==> src/rtl/swervolf_btn_irq_if.sv <==
// Wishbone classic slave bundle shared by the button interrupt block and its bus master.
// Signal names keep the slave-side i_/o_ prefixes so they line up with the syscon fabric.
interface swervolf_btn_irq_if;
    logic [3:0]  i_wb_adr;
    logic [31:0] i_wb_dat;
    logic [3:0]  i_wb_sel;
    logic        i_wb_we;
    logic        i_wb_cyc;
    logic        i_wb_stb;
    logic [31:0] o_wb_rdt;
    logic        o_wb_ack;

    modport master (
        output i_wb_adr, i_wb_dat, i_wb_sel, i_wb_we, i_wb_cyc, i_wb_stb,
        input  o_wb_rdt, o_wb_ack
    );

    modport slave (
        input  i_wb_adr, i_wb_dat, i_wb_sel, i_wb_we, i_wb_cyc, i_wb_stb,
        output o_wb_rdt, o_wb_ack
    );
endinterface

==> src/rtl/swervolf_btn_irq.sv <==
// Button/switch conditioner: synchronize, debounce, edge-detect into sticky pending bits,
// and raise a level interrupt for syscon gpio_irq. Software access over Wishbone.
module swervolf_btn_irq #(
    parameter int N_BTN     = 5,
    parameter int DB_CYCLES = 1000000,
    parameter int CNT_W     = $clog2(DB_CYCLES)
) (
    input  logic               i_clk,
    input  logic               i_rst,
    input  logic [N_BTN-1:0]   i_btn,
    swervolf_btn_irq_if.slave  wb,
    output logic               o_irq
);

    typedef enum logic [1:0] {
        REG_STATE   = 2'd0,
        REG_RISE_EN = 2'd1,
        REG_FALL_EN = 2'd2,
        REG_PENDING = 2'd3
    } reg_sel_e;

    localparam logic [CNT_W-1:0] CNT_MAX = CNT_W'(DB_CYCLES - 1);
    localparam logic [CNT_W-1:0] CNT_ONE = CNT_W'(1);

    logic [N_BTN-1:0] sync1_q, sync1_d;
    logic [N_BTN-1:0] sync2_q, sync2_d;
    logic [N_BTN-1:0] stable_q, stable_d;
    logic [N_BTN-1:0] stable_dly_q, stable_dly_d;
    logic [CNT_W-1:0] cnt_q [N_BTN];
    logic [CNT_W-1:0] cnt_d [N_BTN];
    logic [N_BTN-1:0] rise_en_q, rise_en_d;
    logic [N_BTN-1:0] fall_en_q, fall_en_d;
    logic [N_BTN-1:0] pending_q, pending_d;
    logic             irq_q, irq_d;
    logic             ack_q, ack_d;
    logic [31:0]      rdt_q, rdt_d;

    reg_sel_e         reg_sel;
    logic             reg_we;
    logic [N_BTN-1:0] wdat;
    logic [N_BTN-1:0] rise, fall, set_mask, clr_mask;
    logic             unused_bits;

    // Address bits [1:0], upper byte selects and upper data bits are don't-cares.
    assign unused_bits = ^{wb.i_wb_adr[1:0], wb.i_wb_sel[3:1], wb.i_wb_dat[31:N_BTN]};

    always_comb begin
        reg_sel = reg_sel_e'(wb.i_wb_adr[3:2]);
        reg_we  = wb.i_wb_cyc & wb.i_wb_stb & wb.i_wb_we & ~ack_q & wb.i_wb_sel[0];
        wdat    = wb.i_wb_dat[N_BTN-1:0];
    end

    // Any sample matching the accepted level restarts the count, so only an
    // uninterrupted run of DB_CYCLES differing samples moves stable.
    always_comb begin
        // NOTE: every always_comb output gets a default first so no path can infer a latch.
        sync1_d      = i_btn;
        sync2_d      = sync1_q;
        stable_d     = stable_q;
        stable_dly_d = stable_q;
        for (int i = 0; i < N_BTN; i++) begin
            cnt_d[i] = '0;
            if (sync2_q[i] != stable_q[i]) begin
                if (cnt_q[i] == CNT_MAX) begin
                    stable_d[i] = sync2_q[i];
                end else begin
                    cnt_d[i] = cnt_q[i] + CNT_ONE;
                end
            end
        end
    end

    always_comb begin
        rise     = stable_q & ~stable_dly_q;
        fall     = ~stable_q & stable_dly_q;
        set_mask = (rise & rise_en_q) | (fall & fall_en_q);
        clr_mask = (reg_we && reg_sel == REG_PENDING) ? wdat : '0;

        rise_en_d = (reg_we && reg_sel == REG_RISE_EN) ? wdat : rise_en_q;
        fall_en_d = (reg_we && reg_sel == REG_FALL_EN) ? wdat : fall_en_q;
        // A new edge in the same cycle as its W1C clear must not be lost.
        pending_d = (pending_q & ~clr_mask) | set_mask;
        irq_d     = |pending_q;
        ack_d     = wb.i_wb_cyc & ~ack_q;

        rdt_d = '0;
        unique case (reg_sel)
            REG_STATE:   rdt_d = 32'(stable_q);
            REG_RISE_EN: rdt_d = 32'(rise_en_q);
            REG_FALL_EN: rdt_d = 32'(fall_en_q);
            REG_PENDING: rdt_d = 32'(pending_q);
        endcase
    end

    always_ff @(posedge i_clk or posedge i_rst) begin
        if (i_rst) begin
            sync1_q      <= '0;
            sync2_q      <= '0;
            stable_q     <= '0;
            stable_dly_q <= '0;
            for (int i = 0; i < N_BTN; i++) begin
                cnt_q[i] <= '0;
            end
            rise_en_q    <= '0;
            fall_en_q    <= '0;
            pending_q    <= '0;
            irq_q        <= 1'b0;
            ack_q        <= 1'b0;
            rdt_q        <= '0;
        end else begin
            // NOTE: state flops use non-blocking assignments so every flop samples pre-edge values.
            sync1_q      <= sync1_d;
            sync2_q      <= sync2_d;
            stable_q     <= stable_d;
            stable_dly_q <= stable_dly_d;
            for (int i = 0; i < N_BTN; i++) begin
                cnt_q[i] <= cnt_d[i];
            end
            rise_en_q    <= rise_en_d;
            fall_en_q    <= fall_en_d;
            pending_q    <= pending_d;
            irq_q        <= irq_d;
            ack_q        <= ack_d;
            rdt_q        <= rdt_d;
        end
    end

    assign wb.o_wb_ack = ack_q;
    assign wb.o_wb_rdt = rdt_q;
    assign o_irq       = irq_q;

endmodule

==> src/flat_wrapper.sv <==
// flat-port wrapper written by rule: the top's interface ports become plain ports
module swervolf_btn_irq_flat 
#(
    parameter int N_BTN     = 5,
    parameter int DB_CYCLES = 1000000,
    parameter int CNT_W     = $clog2(DB_CYCLES)
)
  (i_clk, i_rst, i_btn, o_irq, wb_i_wb_adr, wb_i_wb_dat, wb_i_wb_sel, wb_i_wb_we, wb_i_wb_cyc, wb_i_wb_stb, wb_o_wb_rdt, wb_o_wb_ack);
  swervolf_btn_irq_if wb_i ();
  input  logic i_clk;
  input  logic i_rst;
  input  logic [N_BTN-1:0] i_btn;
  output logic o_irq;
  input wire logic [$bits(wb_i.i_wb_adr)-1:0] wb_i_wb_adr;
  input wire logic [$bits(wb_i.i_wb_dat)-1:0] wb_i_wb_dat;
  input wire logic [$bits(wb_i.i_wb_sel)-1:0] wb_i_wb_sel;
  input wire logic [$bits(wb_i.i_wb_we)-1:0] wb_i_wb_we;
  input wire logic [$bits(wb_i.i_wb_cyc)-1:0] wb_i_wb_cyc;
  input wire logic [$bits(wb_i.i_wb_stb)-1:0] wb_i_wb_stb;
  output wire logic [$bits(wb_i.o_wb_rdt)-1:0] wb_o_wb_rdt;
  output wire logic [$bits(wb_i.o_wb_ack)-1:0] wb_o_wb_ack;
  assign wb_i.i_wb_adr = wb_i_wb_adr;
  assign wb_i.i_wb_dat = wb_i_wb_dat;
  assign wb_i.i_wb_sel = wb_i_wb_sel;
  assign wb_i.i_wb_we = wb_i_wb_we;
  assign wb_i.i_wb_cyc = wb_i_wb_cyc;
  assign wb_i.i_wb_stb = wb_i_wb_stb;
  assign wb_o_wb_rdt = wb_i.o_wb_rdt;
  assign wb_o_wb_ack = wb_i.o_wb_ack;
  swervolf_btn_irq #(.N_BTN(N_BTN), .DB_CYCLES(DB_CYCLES), .CNT_W(CNT_W)) u_core (.i_clk(i_clk), .i_rst(i_rst), .i_btn(i_btn), .wb(wb_i), .o_irq(o_irq));
endmodule
==> config.mk <==
export PLATFORM = sky130hd
export DESIGN_NAME = swervolf_btn_irq_flat
export DESIGN_NICKNAME = d
export VERILOG_FILES = /design/src/rtl/swervolf_btn_irq_if.sv /design/src/rtl/swervolf_btn_irq.sv /design/src/flat_wrapper.sv
export SDC_FILE = /design/constraint.sdc
export NUM_CORES = 1
export LEC_CHECK = 0
export ABC_AREA = 1
export CORE_ASPECT_RATIO = 0.6
export CORE_MARGIN = 2
export CORE_UTILIZATION = 50
export CTS_CLUSTER_SIZE = 16
export DETAILED_ROUTE_END_ITERATION = 8
export PLACE_DENSITY = 0.84
export SYNTH_ARGS = -nofsm -noshare
export SYNTH_HDL_FRONTEND = slang
export SYNTH_SLANG_ARGS = --single-unit
==> constraint.sdc <==
create_clock -name i_clk -period 9.8 [get_ports i_clk]
set_input_delay 1.96 -clock i_clk [delete_from_list [all_inputs] [get_ports i_clk]]
set_output_delay 1.96 -clock i_clk [all_outputs]
set_load 0.03 [all_outputs]
==> flow_summary.toml, run 1 <==
[setup_path]
path_cells = "clkdlybuf4s50_1"
cp-end-kind = "primary output"
r2r_setup_slack_ns = 7.89
worstPathBufferInverterCount = 1
worstRegToRegCells = 4
worstSetupPathType = "reg2out"
crit_path_end = "wb_o_wb_ack"
startpoint = "u_core.wb.o_wb_ack$_DFF_PP0_"
cp-start-kind = "flop"
reg2reg_from = "u_core.stable_dly_d[1]$_DFFE_PP0P_"
critical_path_depth = 1
cp_slowest_cell = "clkdlybuf4s50_1"
worstPathArrival_ns = 1.45
worstPathRequired_ns = 7.84
r2r-end = "u_core.cnt_q[63]$_DFF_PP0_"
cpLargestDelayFamily = "buffers and inverters"
cpPeakStageDelay_ns = 0.68
path_max_fanout = 2

[finish]
area_growth_pct = 13.77
fillers = 1267
seqCellArea_um2 = 3553
finalNonFillerCells = 1186
final_common_cell = "nor2_1"
drive_above_1_share_pct = 6.579
multi_input_comb_area_um2 = 3321
finalNetCount = 1030
n_antenna_cell = 0
final_cell_mix = "nor2_1, nand2_1, dfrtp_1"

[sta]
hold_ws_ns = 0.3491
rsz0062_at_grt = "false"
maxSlewViolCount = 0
setup_viol_count_final = 0
fin_worst_skew_ns = 0.008863
min_period_over_period_pct = 34.84
tightest_slew_ns = 0.9254
final_hold_viol_count = 0
max-slew-margin-rel_pct = 37.86
finalWorstSetupSlack_ns = 6.386
tns_ns = 0
fmax_ghz = 0.2929
timing.final.crit_period_ns = 3.414

[detailed_routing]
final_antenna_net_count = 0
first_pass_iters = 5
vias_per_cell = 5.094
drc = 0
wl_per_cell_um = 13.64
drt_wl_total_mm = 16.17
drt_iter0_drc = 605
vias = 6041

[job]
drv_cap = 0

[clocking]
root_buffer = "clkbuf_16"
h-tree-depth = 4
path_clk_slew_ns = 0.06
cts_num_sinks = 142
cts_buffers = 17
cts_setup_buffers = 0
clock_latency_ns = 0.42
cts_tree = "done"
cts_hold_buf = 0
clockBufferDepth = 2
cts_resized = 0

[place]
dpl.hpwl_mm = 11.34
place_congestion = 0.9299
io_buffers = 24
place_ws_ns = 5.964
dp.cells = 1154

[run_status]
status = "finished clean"

[synthesis]
synth-seq-cells = 142
ys_types = 33
yosysSeqAreaShare_pct = 48.34
netlist_top_cells_area = "dfrtp_1, nor2_1, nand2_1, nand3_1, inv_1"
synthFlopType = "dfrtp_1"
syn_inst = 933
yosysTopAreaCell = "dfrtp_1"
avgSynthCellArea_um2 = 7.879
netlist_area_um2 = 7351
synthArstFlopShare_pct = 100.0
yosysWarningCount = 0
synth_top_area_share_pct = 48.34
synth_edf_count = 0

[pwr]
finalPower_uw = 1386
vdd.ir_drop.worst_mv = 0.09517
powerDensity_nw_per_um2 = 165.7
p_leak_uw = 0.003683

[global_routing]
grt.overflow.total = 0
grtUsageTotal_pct = 21.42
grt_max_degree = 82
grt_pass1_vias = 5779
grt_pass1_wl_mm = 27.26
antenna_found_initial = 0

[floorplan]
core_um2 = 14420
num_io_pins = 84
die_area_um2 = 15720
die_width_um = 160.5
start_util_pct = 50.97
dieHeight_um = 97.92
row_count = 34

[min_path]
min_path_type = "reg2reg"
min-delay-start = "u_core.sync1_q[1]$_DFF_PP0_"
-- final cells by class --
class                   count  share of cell area, %
clock buffers              23                  5.835
clock inverters             9                  1.586
inverters                  98                  4.458
multi-input cells         691                  39.71
flip-flops and latches    142                  42.49
well taps                 198                  2.962
repair buffers             25                  2.962
-- per-stage QoR --
step                util (%)  cell area [um2]
finish                 57.99             8363
global route           57.99             8363
CTS                    57.99             8363
detailed placement     53.69             7742
global placement       53.69             7742
floorplan                  -             7448
-- synthesized netlist by cell type, types with 2 or more instances --
master and number:
o21ai_0 20, nand3_2 4, and2_1 2, a22oi_1 2, xnor2_1 19, a31oi_1 2, nor2_4 4, nor3_1 14
nand2_1 195, nand3b_1 2, xnor2_2 4, buf_4 27, o2111ai_1 4, nor3b_1 3, xor2_1 29, nand4_1 14
a21oi_1 10, nor2_2 11, dfrtp_1 142, nand2_2 6, nand3_1 76, inv_1 97, o21a_1 4, ha_1 5
nor2_1 229
-- routing by layer --
layer  track usage [%]  wire, um  vias up
met1             31.72      8080     2849
met3             4.885      1101       17
met4             6.791       161        0
li1                  -         -     2964
met5                 0         0        -
met2             31.30      6829      211
-- kinds of logic after synthesis --
family          Yosys count  share of synthesized area, %
xor+xnor                 52                         6.604
fa+ha+maj                 5                        0.8511
buf+inv                 126                         7.813
simple gates            562                         32.65
other cells               1                       0.05101
compound gates           45                         3.694
flops                   142                         48.34
-- registers in the layout, summed over array words and instances, names as in the netlist --
| signal | cells |
|---|---|
| u_core.o_irq | 1 |
| u_core.stable_dly_q | 5 |
| u_core.rise_en_q | 5 |
| u_core.sync1_q | 5 |
| u_core.pending_q | 5 |
| u_core.sync2_q | 5 |
| u_core.cnt_q | 100 |
| u_core.wb.o_wb_ack | 1 |
| u_core.fall_en_q | 5 |
| u_core.stable_dly_d | 5 |
| u_core.wb.o_wb_rdt | 5 |
-- power by group --
part           internal (uW)  switching, uW  total [uW]
clock                    427            244         672
sequential               609           15.2         624
combinational           27.0           62.7        89.7
-- how the worst min path moves through the flow --
stage                             endpoint  slack, ns  cells after the start
2_1_floorplan  u_core.sync2_q[0]$_DFF_PP0_       0.33                      0
3_3_place_gp   u_core.sync2_q[3]$_DFF_PP0_       0.33                      0
3_5_place_dp   u_core.sync2_q[1]$_DFF_PP0_       0.34                      0
4_1_cts        u_core.sync2_q[4]$_DFF_PP0_       0.35                      0
5_1_grt        u_core.sync2_q[1]$_DFF_PP0_       0.36                      0
6_report       u_core.sync2_q[1]$_DFF_PP0_       0.35                      0
No activity file was read; power rests on OpenSTA's default activity.
==> inputs of run 2 (changes only) <==
- clock period: 9.8 -> 3.5 ns (I/O delays scaled with it)
==> run 2 against run 1 <==
  * Total power grew to 2.8 times the previous value
  * Critical path type unchanged
  * Core utilization grew 0.087 points
  * Global-route usage shrank 0.50 points
  * Setup slack lost 5.1 ns
  * Cell count is essentially flat
  * Sequential power grew to 2.8 times the previous value
  * Hold slack is essentially flat
  * Clock power grew to 2.8 times the previous value
  * Critical path depth is the same
  * First-iteration DRC count shrank 15%
==> flow_summary.toml, run 2 (synthesis gave the netlist of run 1 again) <==
[finish]
stdcell_area_um2 = 8376
final_common_cell = "nor2_1"
largest_register = "u_core.cnt_q"
finalNetCount = 1031
area_growth_pct = 13.94
n_antenna_cell = 0
drive_above_1_share_pct = 6.876
fillers = 1238
largest_register_ffs = 100
final_cell_mix = "nor2_1, nand2_1, dfrtp_1"

[clocking]
path_clk_slew_ns = 0.06
cts_setup_buffers = 0
cts_resized = 0
cts_hold_buf = 0
clockBufferDepth = 2
root_buffer = "clkbuf_16"
cts_buffers = 17
h-tree-depth = 4
cts_num_sinks = 142
clock_latency_ns = 0.42
cts_tree = "done"

[place]
dpl.hpwl_mm = 10.81
placed_cell_area_um2 = 7761
io_buffers = 24
place_congestion = 0.9310

[setup_path]
path_max_fanout = 1
cpPeakStageDelay_ns = 0.69
path_cells = "clkdlybuf4s50_1"
r2r_setup_slack_ns = 1.83
reg2reg_from = "u_core.cnt_q[0]$_DFF_PP0_"
worstPathBufferInverterCount = 1
cp-start-kind = "flop"
cp_slowest_cell = "clkdlybuf4s50_1"
worstSetupPathType = "reg2out"
cpLargestDelayFamily = "buffers and inverters"
cp-end-kind = "primary output"
worstPathRequired_ns = 2.80
worstPathArrival_ns = 1.47
r2r-end = "u_core.cnt_q[5]$_DFF_PP0_"
worstRegToRegCells = 6

[global_routing]
grt.overflow.total = 0
grt_pass1_vias = 5544
grtUsageTotal_pct = 20.93
grt_max_degree = 143
antenna_found_initial = 0
grt_pass1_wl_mm = 26.59

[detailed_routing]
drc = 0
drt_iter0_drc = 515
drt_wl_total_mm = 15.69
first_pass_iters = 5
wl_per_cell_um = 13.21
vias = 6045
vias_per_cell = 5.093
final_antenna_net_count = 0

[floorplan]
dieHeight_um = 97.92
die_width_um = 160.5
num_io_pins = 84
core_um2 = 14420
row_count = 34
die_area_um2 = 15720
start_util_pct = 50.97

[run_status]
status = "finished clean"

[min_path]
hold_depth = 0
min-delay-start = "u_core.sync1_q[2]$_DFF_PP0_"
min_path_type = "reg2reg"
min_to = "u_core.sync2_q[2]$_DFF_PP0_"

[sta]
rsz0062_at_grt = "false"
max-slew-margin-rel_pct = 47.10
tightest_slew_ns = 0.7935
min_period_over_period_pct = 61.90
tns_ns = 0
maxSlewViolCount = 0
setup_viol_count_final = 0
fmax_ghz = 0.4616
final_hold_viol_count = 0
fin_worst_skew_ns = 0.008665
timing.final.crit_period_ns = 2.167

[pwr]
finalPower_uw = 3857
p_leak_uw = 0.003685
powerDensity_nw_per_um2 = 460.5
vdd.ir_drop.worst_mv = 0.4167

[job]
drv_cap = 0
[run 2: cell type report]
cell class	count	area (um2)	area share (%)
Clock buffer	20	466.7	5.572
Sequential cell	142	3553	42.43
Timing Repair Buffer	26	267.8	3.197
Clock inverter	12	147.6	1.763
Multi-Input combinational cell	691	3321	39.65
Inverter	98	371.6	4.437
Tap cell	198	247.7	2.958
[run 2: layer usage]
layer | share of wire (%) | vias up | track usage (%) | wire (um)
met5 | 0 | - | 0 | 0
met4 | 1.3 | 0 | 6.237 | 204
met3 | 8.1 | 20 | 5.438 | 1273
met2 | 43 | 228 | 30.07 | 6701
met1 | 48 | 2826 | 31.17 | 7506
li1 | - | 2971 | - | -
[run 2: report_power, final]
group | switching, uW | internal, uW
Clock | 732 | 1120
Combinational | 175 | 77.8
Sequential | 42.4 | 1710
[run 2: per-stage QoR]
| stage | instances | utilization [%] | setup slack (ns) | hold WS [ns] |
|---|---|---|---|---|
| final | 1187 | 58.08 | 1.333 | 0.3494 |
| after global routing | 1187 | 58.08 | 1.308 | 0.3616 |
| after CTS | 1187 | 58.08 | 1.306 | 0.3536 |
| after detailed placement | 1155 | 53.82 | 1.248 | 0.3379 |
| after global placement | 1155 | 53.82 | 1.297 | 0.3375 |
| after floorplan | 959 | - | 1.023 | 0.3312 |
[run 2: worst max-delay path by stage]
stage                                    start                            end  slack [ns]  depth (start not counted)
6_report       u_core.wb.o_wb_rdt[4]$_DFF_PP0_                 wb_o_wb_rdt[4]        1.33                          1
5_1_grt        u_core.wb.o_wb_rdt[4]$_DFF_PP0_                 wb_o_wb_rdt[4]        1.31                          1
4_1_cts        u_core.wb.o_wb_rdt[4]$_DFF_PP0_                 wb_o_wb_rdt[4]        1.31                          1
3_5_place_dp                       wb_i_wb_cyc  u_core.pending_q[3]$_DFF_PP0_        1.25                          8
3_3_place_gp                       wb_i_wb_cyc  u_core.pending_q[1]$_DFF_PP0_        1.30                          8
2_1_floorplan                            i_rst      u_core.cnt_q[0]$_DFF_PP0_        1.02                          1
